[src/rtl/tile_scheduler.sv]
// rtl/tile_scheduler.sv - falling-tile game sequencer: scroll, spawn, key hits, score, game over
// Optional STRICT_KEY_EN: a key pressed into an empty hit window ends the game.
module tile_scheduler #(
  parameter int         LANES     = 4,
  parameter int         ROWS      = 8,
  parameter int         SPAWN_GAP = 2,
  parameter logic [7:0] LFSR_SEED = 8'hA5
) (
  input  logic                  clk,
  input  logic                  reset,
  input  logic                  start,
  input  logic                  tick,
  input  logic [LANES-1:0]      key,
  output logic                  rate_reset,
  output logic [LANES*ROWS-1:0] grid,
  output logic [15:0]           score,
  output logic [1:0]            state,
  output logic                  game_over
);

  localparam int GW = (SPAWN_GAP > 1) ? $clog2(SPAWN_GAP) : 1;
  localparam int HW = $clog2(LANES + 1);
`ifdef STRICT_KEY_EN
  localparam bit STRICT = 1'b1;
`else
  localparam bit STRICT = 1'b0;
`endif

  typedef enum logic [1:0] {IDLE = 2'd0, PLAY = 2'd1, OVER = 2'd2} state_t;

  state_t                  state_q, state_d;
  logic [LANES*ROWS-1:0]   grid_q, grid_d, key_grid;
  logic [15:0]             score_q, score_d, score_sat;
  logic [16:0]             score_sum;
  logic [GW-1:0]           gap_q, gap_d;
  logic [7:0]              lfsr_q, lfsr_d;
  logic [HW-1:0]           hit_cnt;
  logic                    wrong_key, miss, spawn, fb;
  logic                    rate_reset_q, game_over_q;

  always_ff @(posedge clk or posedge reset) begin
    if (reset) begin
      state_q      <= IDLE;
      grid_q       <= '0;
      score_q      <= '0;
      gap_q        <= '0;
      lfsr_q       <= LFSR_SEED;
      rate_reset_q <= 1'b1;
      game_over_q  <= 1'b0;
    end else begin
      state_q      <= state_d;
      grid_q       <= grid_d;
      score_q      <= score_d;
      gap_q        <= gap_d;
      lfsr_q       <= lfsr_d;
      rate_reset_q <= (state_d != PLAY);
      game_over_q  <= (state_d == OVER);
    end
  end

  always_comb begin
    state_d   = state_q;
    grid_d    = grid_q;
    score_d   = score_q;
    gap_d     = gap_q;
    lfsr_d    = lfsr_q;
    key_grid  = grid_q;
    hit_cnt   = '0;
    wrong_key = 1'b0;
    miss      = 1'b0;
    spawn     = (gap_q == GW'(SPAWN_GAP - 1));
    fb        = lfsr_q[7] ^ lfsr_q[5] ^ lfsr_q[4] ^ lfsr_q[3];

    // Keys resolve against the current grid before any scroll, lowest row first.
    for (int l = 0; l < LANES; l++) begin
      if (key[l]) begin
        if (grid_q[l*ROWS + ROWS-1]) begin
          key_grid[l*ROWS + ROWS-1] = 1'b0;
          hit_cnt = hit_cnt + HW'(1);
        end else if (grid_q[l*ROWS + ROWS-2]) begin
          key_grid[l*ROWS + ROWS-2] = 1'b0;
          hit_cnt = hit_cnt + HW'(1);
        end else begin
          wrong_key = 1'b1;
        end
      end
      miss = miss | key_grid[l*ROWS + ROWS-1];
    end

    score_sum = {1'b0, score_q} + 17'(hit_cnt);
    score_sat = score_sum[16] ? 16'hFFFF : score_sum[15:0];

    case (state_q)
      IDLE, OVER: begin
        if (start) begin
          state_d = PLAY;
          grid_d  = '0;
          score_d = '0;
          gap_d   = '0;
        end
      end
      PLAY: begin
        grid_d  = key_grid;
        score_d = score_sat;
        if (STRICT && wrong_key) begin
          state_d = OVER;
        end else if (tick) begin
          lfsr_d = {lfsr_q[6:0], fb};
          if (miss) begin
            state_d = OVER;
          end else begin
            for (int l = 0; l < LANES; l++) begin
              grid_d[l*ROWS +: ROWS] = {key_grid[l*ROWS +: ROWS-1],
                                        spawn && (lfsr_q[1:0] == 2'(l))};
            end
            gap_d = spawn ? '0 : gap_q + GW'(1);
          end
        end
      end
      default: state_d = IDLE;
    endcase
  end

  assign rate_reset = rate_reset_q;
  assign game_over  = game_over_q;
  assign grid       = grid_q;
  assign score      = score_q;
  assign state      = state_q;

endmodule

[config.mk]
export PLATFORM = sky130hd
export DESIGN_NAME = tile_scheduler
export DESIGN_NICKNAME = d
export VERILOG_FILES = /design/src/rtl/tile_scheduler.sv
export SDC_FILE = /design/constraint.sdc
export NUM_CORES = 1
export LEC_CHECK = 0
export ABC_CLOCK_PERIOD_IN_PS = 3700
export CAP_MARGIN = 10
export CORE_UTILIZATION = 45
export CTS_CLUSTER_DIAMETER = 100
export DETAILED_ROUTE_END_ITERATION = 7
export PLACE_DENSITY_LB_ADDON = 0.3
export SYNTH_ARGS = -nofsm -noshare
export SYNTH_HDL_FRONTEND = slang
export SYNTH_SLANG_ARGS = --single-unit
[constraint.sdc]
create_clock -name clk -period 3.7 [get_ports clk]
set_clock_uncertainty 0.15 [all_clocks]
set_input_delay 0.74 -clock clk [delete_from_list [all_inputs] [get_ports clk]]
set_output_delay 0.74 -clock clk [all_outputs]
set_load 0.05 [all_outputs]
==> results.py, run 1 <==
metrics = {
    "power": {
        "ir_worst_vdd_v": 0.0006184,
        "power.leakage_nw": 1.856,
        "p_total_mw": 2.584,
        "p_sw_share_pct": 42.27,
        "p_comb_share_pct": 42.0,
        "power.switching_mw": 1.092,
        "clock_power_share_pct": 25.1,
        "pwr-share-seq_pct": 33.0,
        "p_int_mw": 1.492,
        "p_per_area_nw_per_um2": 636.9,
    },
    "critical_path": {
        "regToRegSetupSlack_ns": 0.29,
        "setup.worst_path.class": "in2reg",
        "cp_data_required_time_ns": 3.80,
        "critPathLaunch": "key[1]",
        "worstPathArrival_ns": 3.51,
        "path_max_fanout": 6,
        "cp-start-kind": "input port",
        "reg2reg_from": "grid[7]$_DFFE_PP0P_",
        "regToRegEndpoint": "score[14]$_DFFE_PP0P_",
        "reg2reg_depth": 14,
        "worstSetupEndpointType": "flop",
    },
    "placed_design": {
        "port_buffers": 59,
        "dp_slack_ns": -0.5469,
        "place_area_um2": 3787,
        "globalplace.congestion": 0.8021,
        "hpwl_um": 4766,
    },
    "run": {
        "max_cap_violations": 0,
    },
    "synthesis": {
        "synth_edf_count": 0,
        "synth_cells": 312,
        "yosys_warnings": 0,
        "synth_most_common_cell": "nand2_1",
        "synth_nets": 326,
        "synth.area.top_cells": "dfrtp_1, nand2_1, nand3_1",
        "synthDistinctLibCells": 49,
        "async_reset_ff_share_pct": 100.0,
        "synth-seq-cells": 61,
        "syn_area_um2": 3045,
        "yosys.area.top_type": "dfrtp_1",
        "netlist.area_leader.share_pct": 46.01,
        "synth-main-ff-cell": "dfrtp_1",
        "synth_common_cells": "nand2_1, dfrtp_1, nand3_1",
        "syn_avg_cell_area_um2": 9.761,
        "yosysSeqAreaShare_pct": 50.33,
    },
    "die": {
        "io_pins": 60,
        "initial_core_util_pct": 47.15,
        "die_y_um": 84.27,
        "die_area_um2": 7101,
        "fp.dieW_um": 84.27,
        "fp-row-count": 29,
        "core_um2": 6459,
    },
    "timing": {
        "max_slew_margin_pct": 35.34,
        "setup_viol": 0,
        "hold_viol": 0,
        "tightestPinTransition_ns": 0.9679,
        "rsz0062_at_grt": "no",
        "fin_ws_ns": 0.2898,
        "clock.fmax_mhz": 293.2,
        "setup_tns_ns": 0,
        "post-route-min-period_ns": 3.410,
        "slew_viol_final": 0,
        "fin_crit_sh_pct": 92.17,
    },
    "route": {
        "via_per_inst": 5.526,
        "post-route-drc-count": 10,
        "dr.pass1.iters": 6,
        "drtIter0Drc": 141,
        "ant_nets": 0,
        "vias": 2586,
        "wl_per_cell_um": 15.15,
        "drt-total-wl_um": 7089,
    },
    "grt": {
        "grt_usage_pct": 21.97,
        "antenna_found_initial": 0,
        "grt_max_degree": 33,
        "grt_pass1_vias": 2563,
        "grt_overflow": 0,
        "grt_first_pass_wirelength_um": 12300,
    },
    "clocking": {
        "cts-root-buf": "clkbuf_8",
        "cts_tree": "yes",
        "cts_htree_levels": 3,
        "clk_latency_ns": 0.34,
        "cts_made_buffers": 9,
        "cts.sink_count": 61,
        "clk_pin_slew_ns": 0.07,
        "clockBufferDepth": 2,
    },
    "min_path": {
        "holdPathStages": 2,
        "worstHoldPathType": "reg2reg",
        "whs_endpoint": "grid[28]$_DFFE_PP0P_",
        "hold_path.startpoint": "grid[27]$_DFFE_PP0P_",
    },
    "finish": {
        "drive_above_1_share_pct": 18.67,
        "finalInstanceArea_um2": 4058,
        "fillers": 549,
        "antennaDiodeCount": 0,
        "fin_nets": 400,
        "synthToLayoutAreaGrowth_pct": 33.24,
    },
    "run_status": {
        "violations": "design-rule violations",
        "status": "finished with violations",
    },
}
[layout make-up]
cell class / count / area, um2 / share of cell area, %
repair buffers: 79 / 745.7 / 18.38
inverters: 19 / 71.32 / 1.758
multi-input cells: 216 / 1396 / 34.41
flip-flops and latches: 61 / 1533 / 37.77
clock inverters: 6 / 87.58 / 2.158
well taps: 77 / 96.34 / 2.374
clock buffers: 10 / 127.6 / 3.145
[what timing repair did]
action                                 4_1_cts  5_1_grt
setup endpoints to repair                   16       16
endpoints found under the hold margin        0        0
resized for setup                            8        6
buffers inserted                             0        1
hold buffers                                 0        0
pin swaps                                    0        1
[placed cells by master, fill, tap and decap left out, types with 2 or more instances in the layout]
cell type        Yosys  layout
a2111oi_2            3       3
a221o_1              3       3
clkdlybuf4s50_1      0      57
nand2b_1             5       3
o21ai_1              7       7
nor3_2               1       2
xnor2_1              5       5
o21ai_2              0       2
a22oi_1              2       2
inv_1               19      18
a211oi_1             3       2
mux2_2               9       9
clkinvlp_4           0       3
o21ai_0              8       6
nand3_1             34      34
dlymetal6s2s_1       0       2
dfrtp_1             56      56
and3_1               3       3
nor2_1              11      11
buf_4                2      20
nand3_2              2       2
nor2b_1              6       5
xor2_1               2       2
o211ai_1             9       9
ha_1                 5       5
o31ai_2              2       2
nand2_1             59      59
dfstp_2              5       5
a31oi_1              3       3
clkbuf_8             0       9
a21oi_1             13      13
bufinv_16            0       2
[flip-flops by register name, indices dropped and copies added, names as in the netlist]
name,count
gap_q,1
game_over,1
state,2
lfsr_q,8
rate_reset,1
score,16
grid,32
[power by group through the flow]
| stage | registers [mW] | logic, mW | clock network [mW] |
|---|---|---|---|
| floorplan | 1.12 | 0.499 | 0 |
| global placement | 0.859 | 1.07 | 0 |
| detailed placement | 0.860 | 1.08 | 0 |
| CTS | 0.849 | 1.09 | 0.661 |
| global route | 0.866 | 1.17 | 0.696 |
| finish | 0.852 | 1.08 | 0.648 |
[stage by stage]
stage                     hold slack (ns)  util [%]  instances
final                              0.3422     62.82        468
after global routing               0.3719     62.82        468
after CTS                          0.3434     62.48        467
after detailed placement           0.3245     58.64        451
after global placement             0.3221     58.64        451
after floorplan                    0.3254         -        312
[worst max-delay path, stage by stage]
cell and delay, ns:
dlymetal6s2s_1 0.15, o21ai_2 0.08, xor2_1 0.21, ha_1 0.26, mux2_2 0.27, ha_1 0.28, mux2_2 0.27, inv_1 0.09
fa_2 0.21, nand2b_4 0.13, nor2b_4 0.15, nor2_1 0.05, buf_4 0.19, and4b_1 0.21, a211oi_2 0.21
[kinds of logic (layout without fill, tap and decap cells)]
| group | after synthesis | in the layout | synth area share [%] |
|---|---|---|---|
| adder cells (fa/ha/maj) | 7 | 7 | 3.081 |
| buffers and inverters | 35 | 114 | 5.217 |
| AO/OA/AOI/OAI | 63 | 63 | 15.69 |
| XOR/XNOR | 7 | 7 | 2.013 |
| flip-flops | 61 | 61 | 50.33 |
| multiplexers | 9 | 9 | 3.328 |
| AND/OR/NAND/NOR | 130 | 130 | 20.34 |
[layer usage]
layer  up-vias  global-route usage, %  part of all wire (%)
met2        62                  34.65                    47
li1       1249                      -                     -
met4         0                  9.404                  0.95
met3         5                  3.638                   4.3
met1      1270                  30.19                    47
met5         -                      0                     0
[worst max path at each step]
stage	endpoint	slack (ns)
global placement	score[14]$_DFFE_PP0P_	-0.49
global route	score[14]$_DFFE_PP0P_	0.11
detailed placement	score[14]$_DFFE_PP0P_	-0.55
floorplan	score[8]$_DFFE_PP0P_	0.02
CTS	score[14]$_DFFE_PP0P_	-0.05
finish	score[14]$_DFFE_PP0P_	0.29
Power figures use the tool's default switching activity.
==> run 2: changes to the inputs <==
--- a/config.mk
+++ b/config.mk
@@ -10,6 +10,7 @@
 export CORE_UTILIZATION = 45
 export CTS_CLUSTER_DIAMETER = 100
 export DETAILED_ROUTE_END_ITERATION = 7
+export GPL_ROUTABILITY_DRIVEN = 1
 export PLACE_DENSITY_LB_ADDON = 0.3
 export SYNTH_ARGS = -nofsm -noshare
 export SYNTH_HDL_FRONTEND = slang
==> results of run 2 <==
Same layout as run 1: the final DEF is identical, and so are final timing and power.
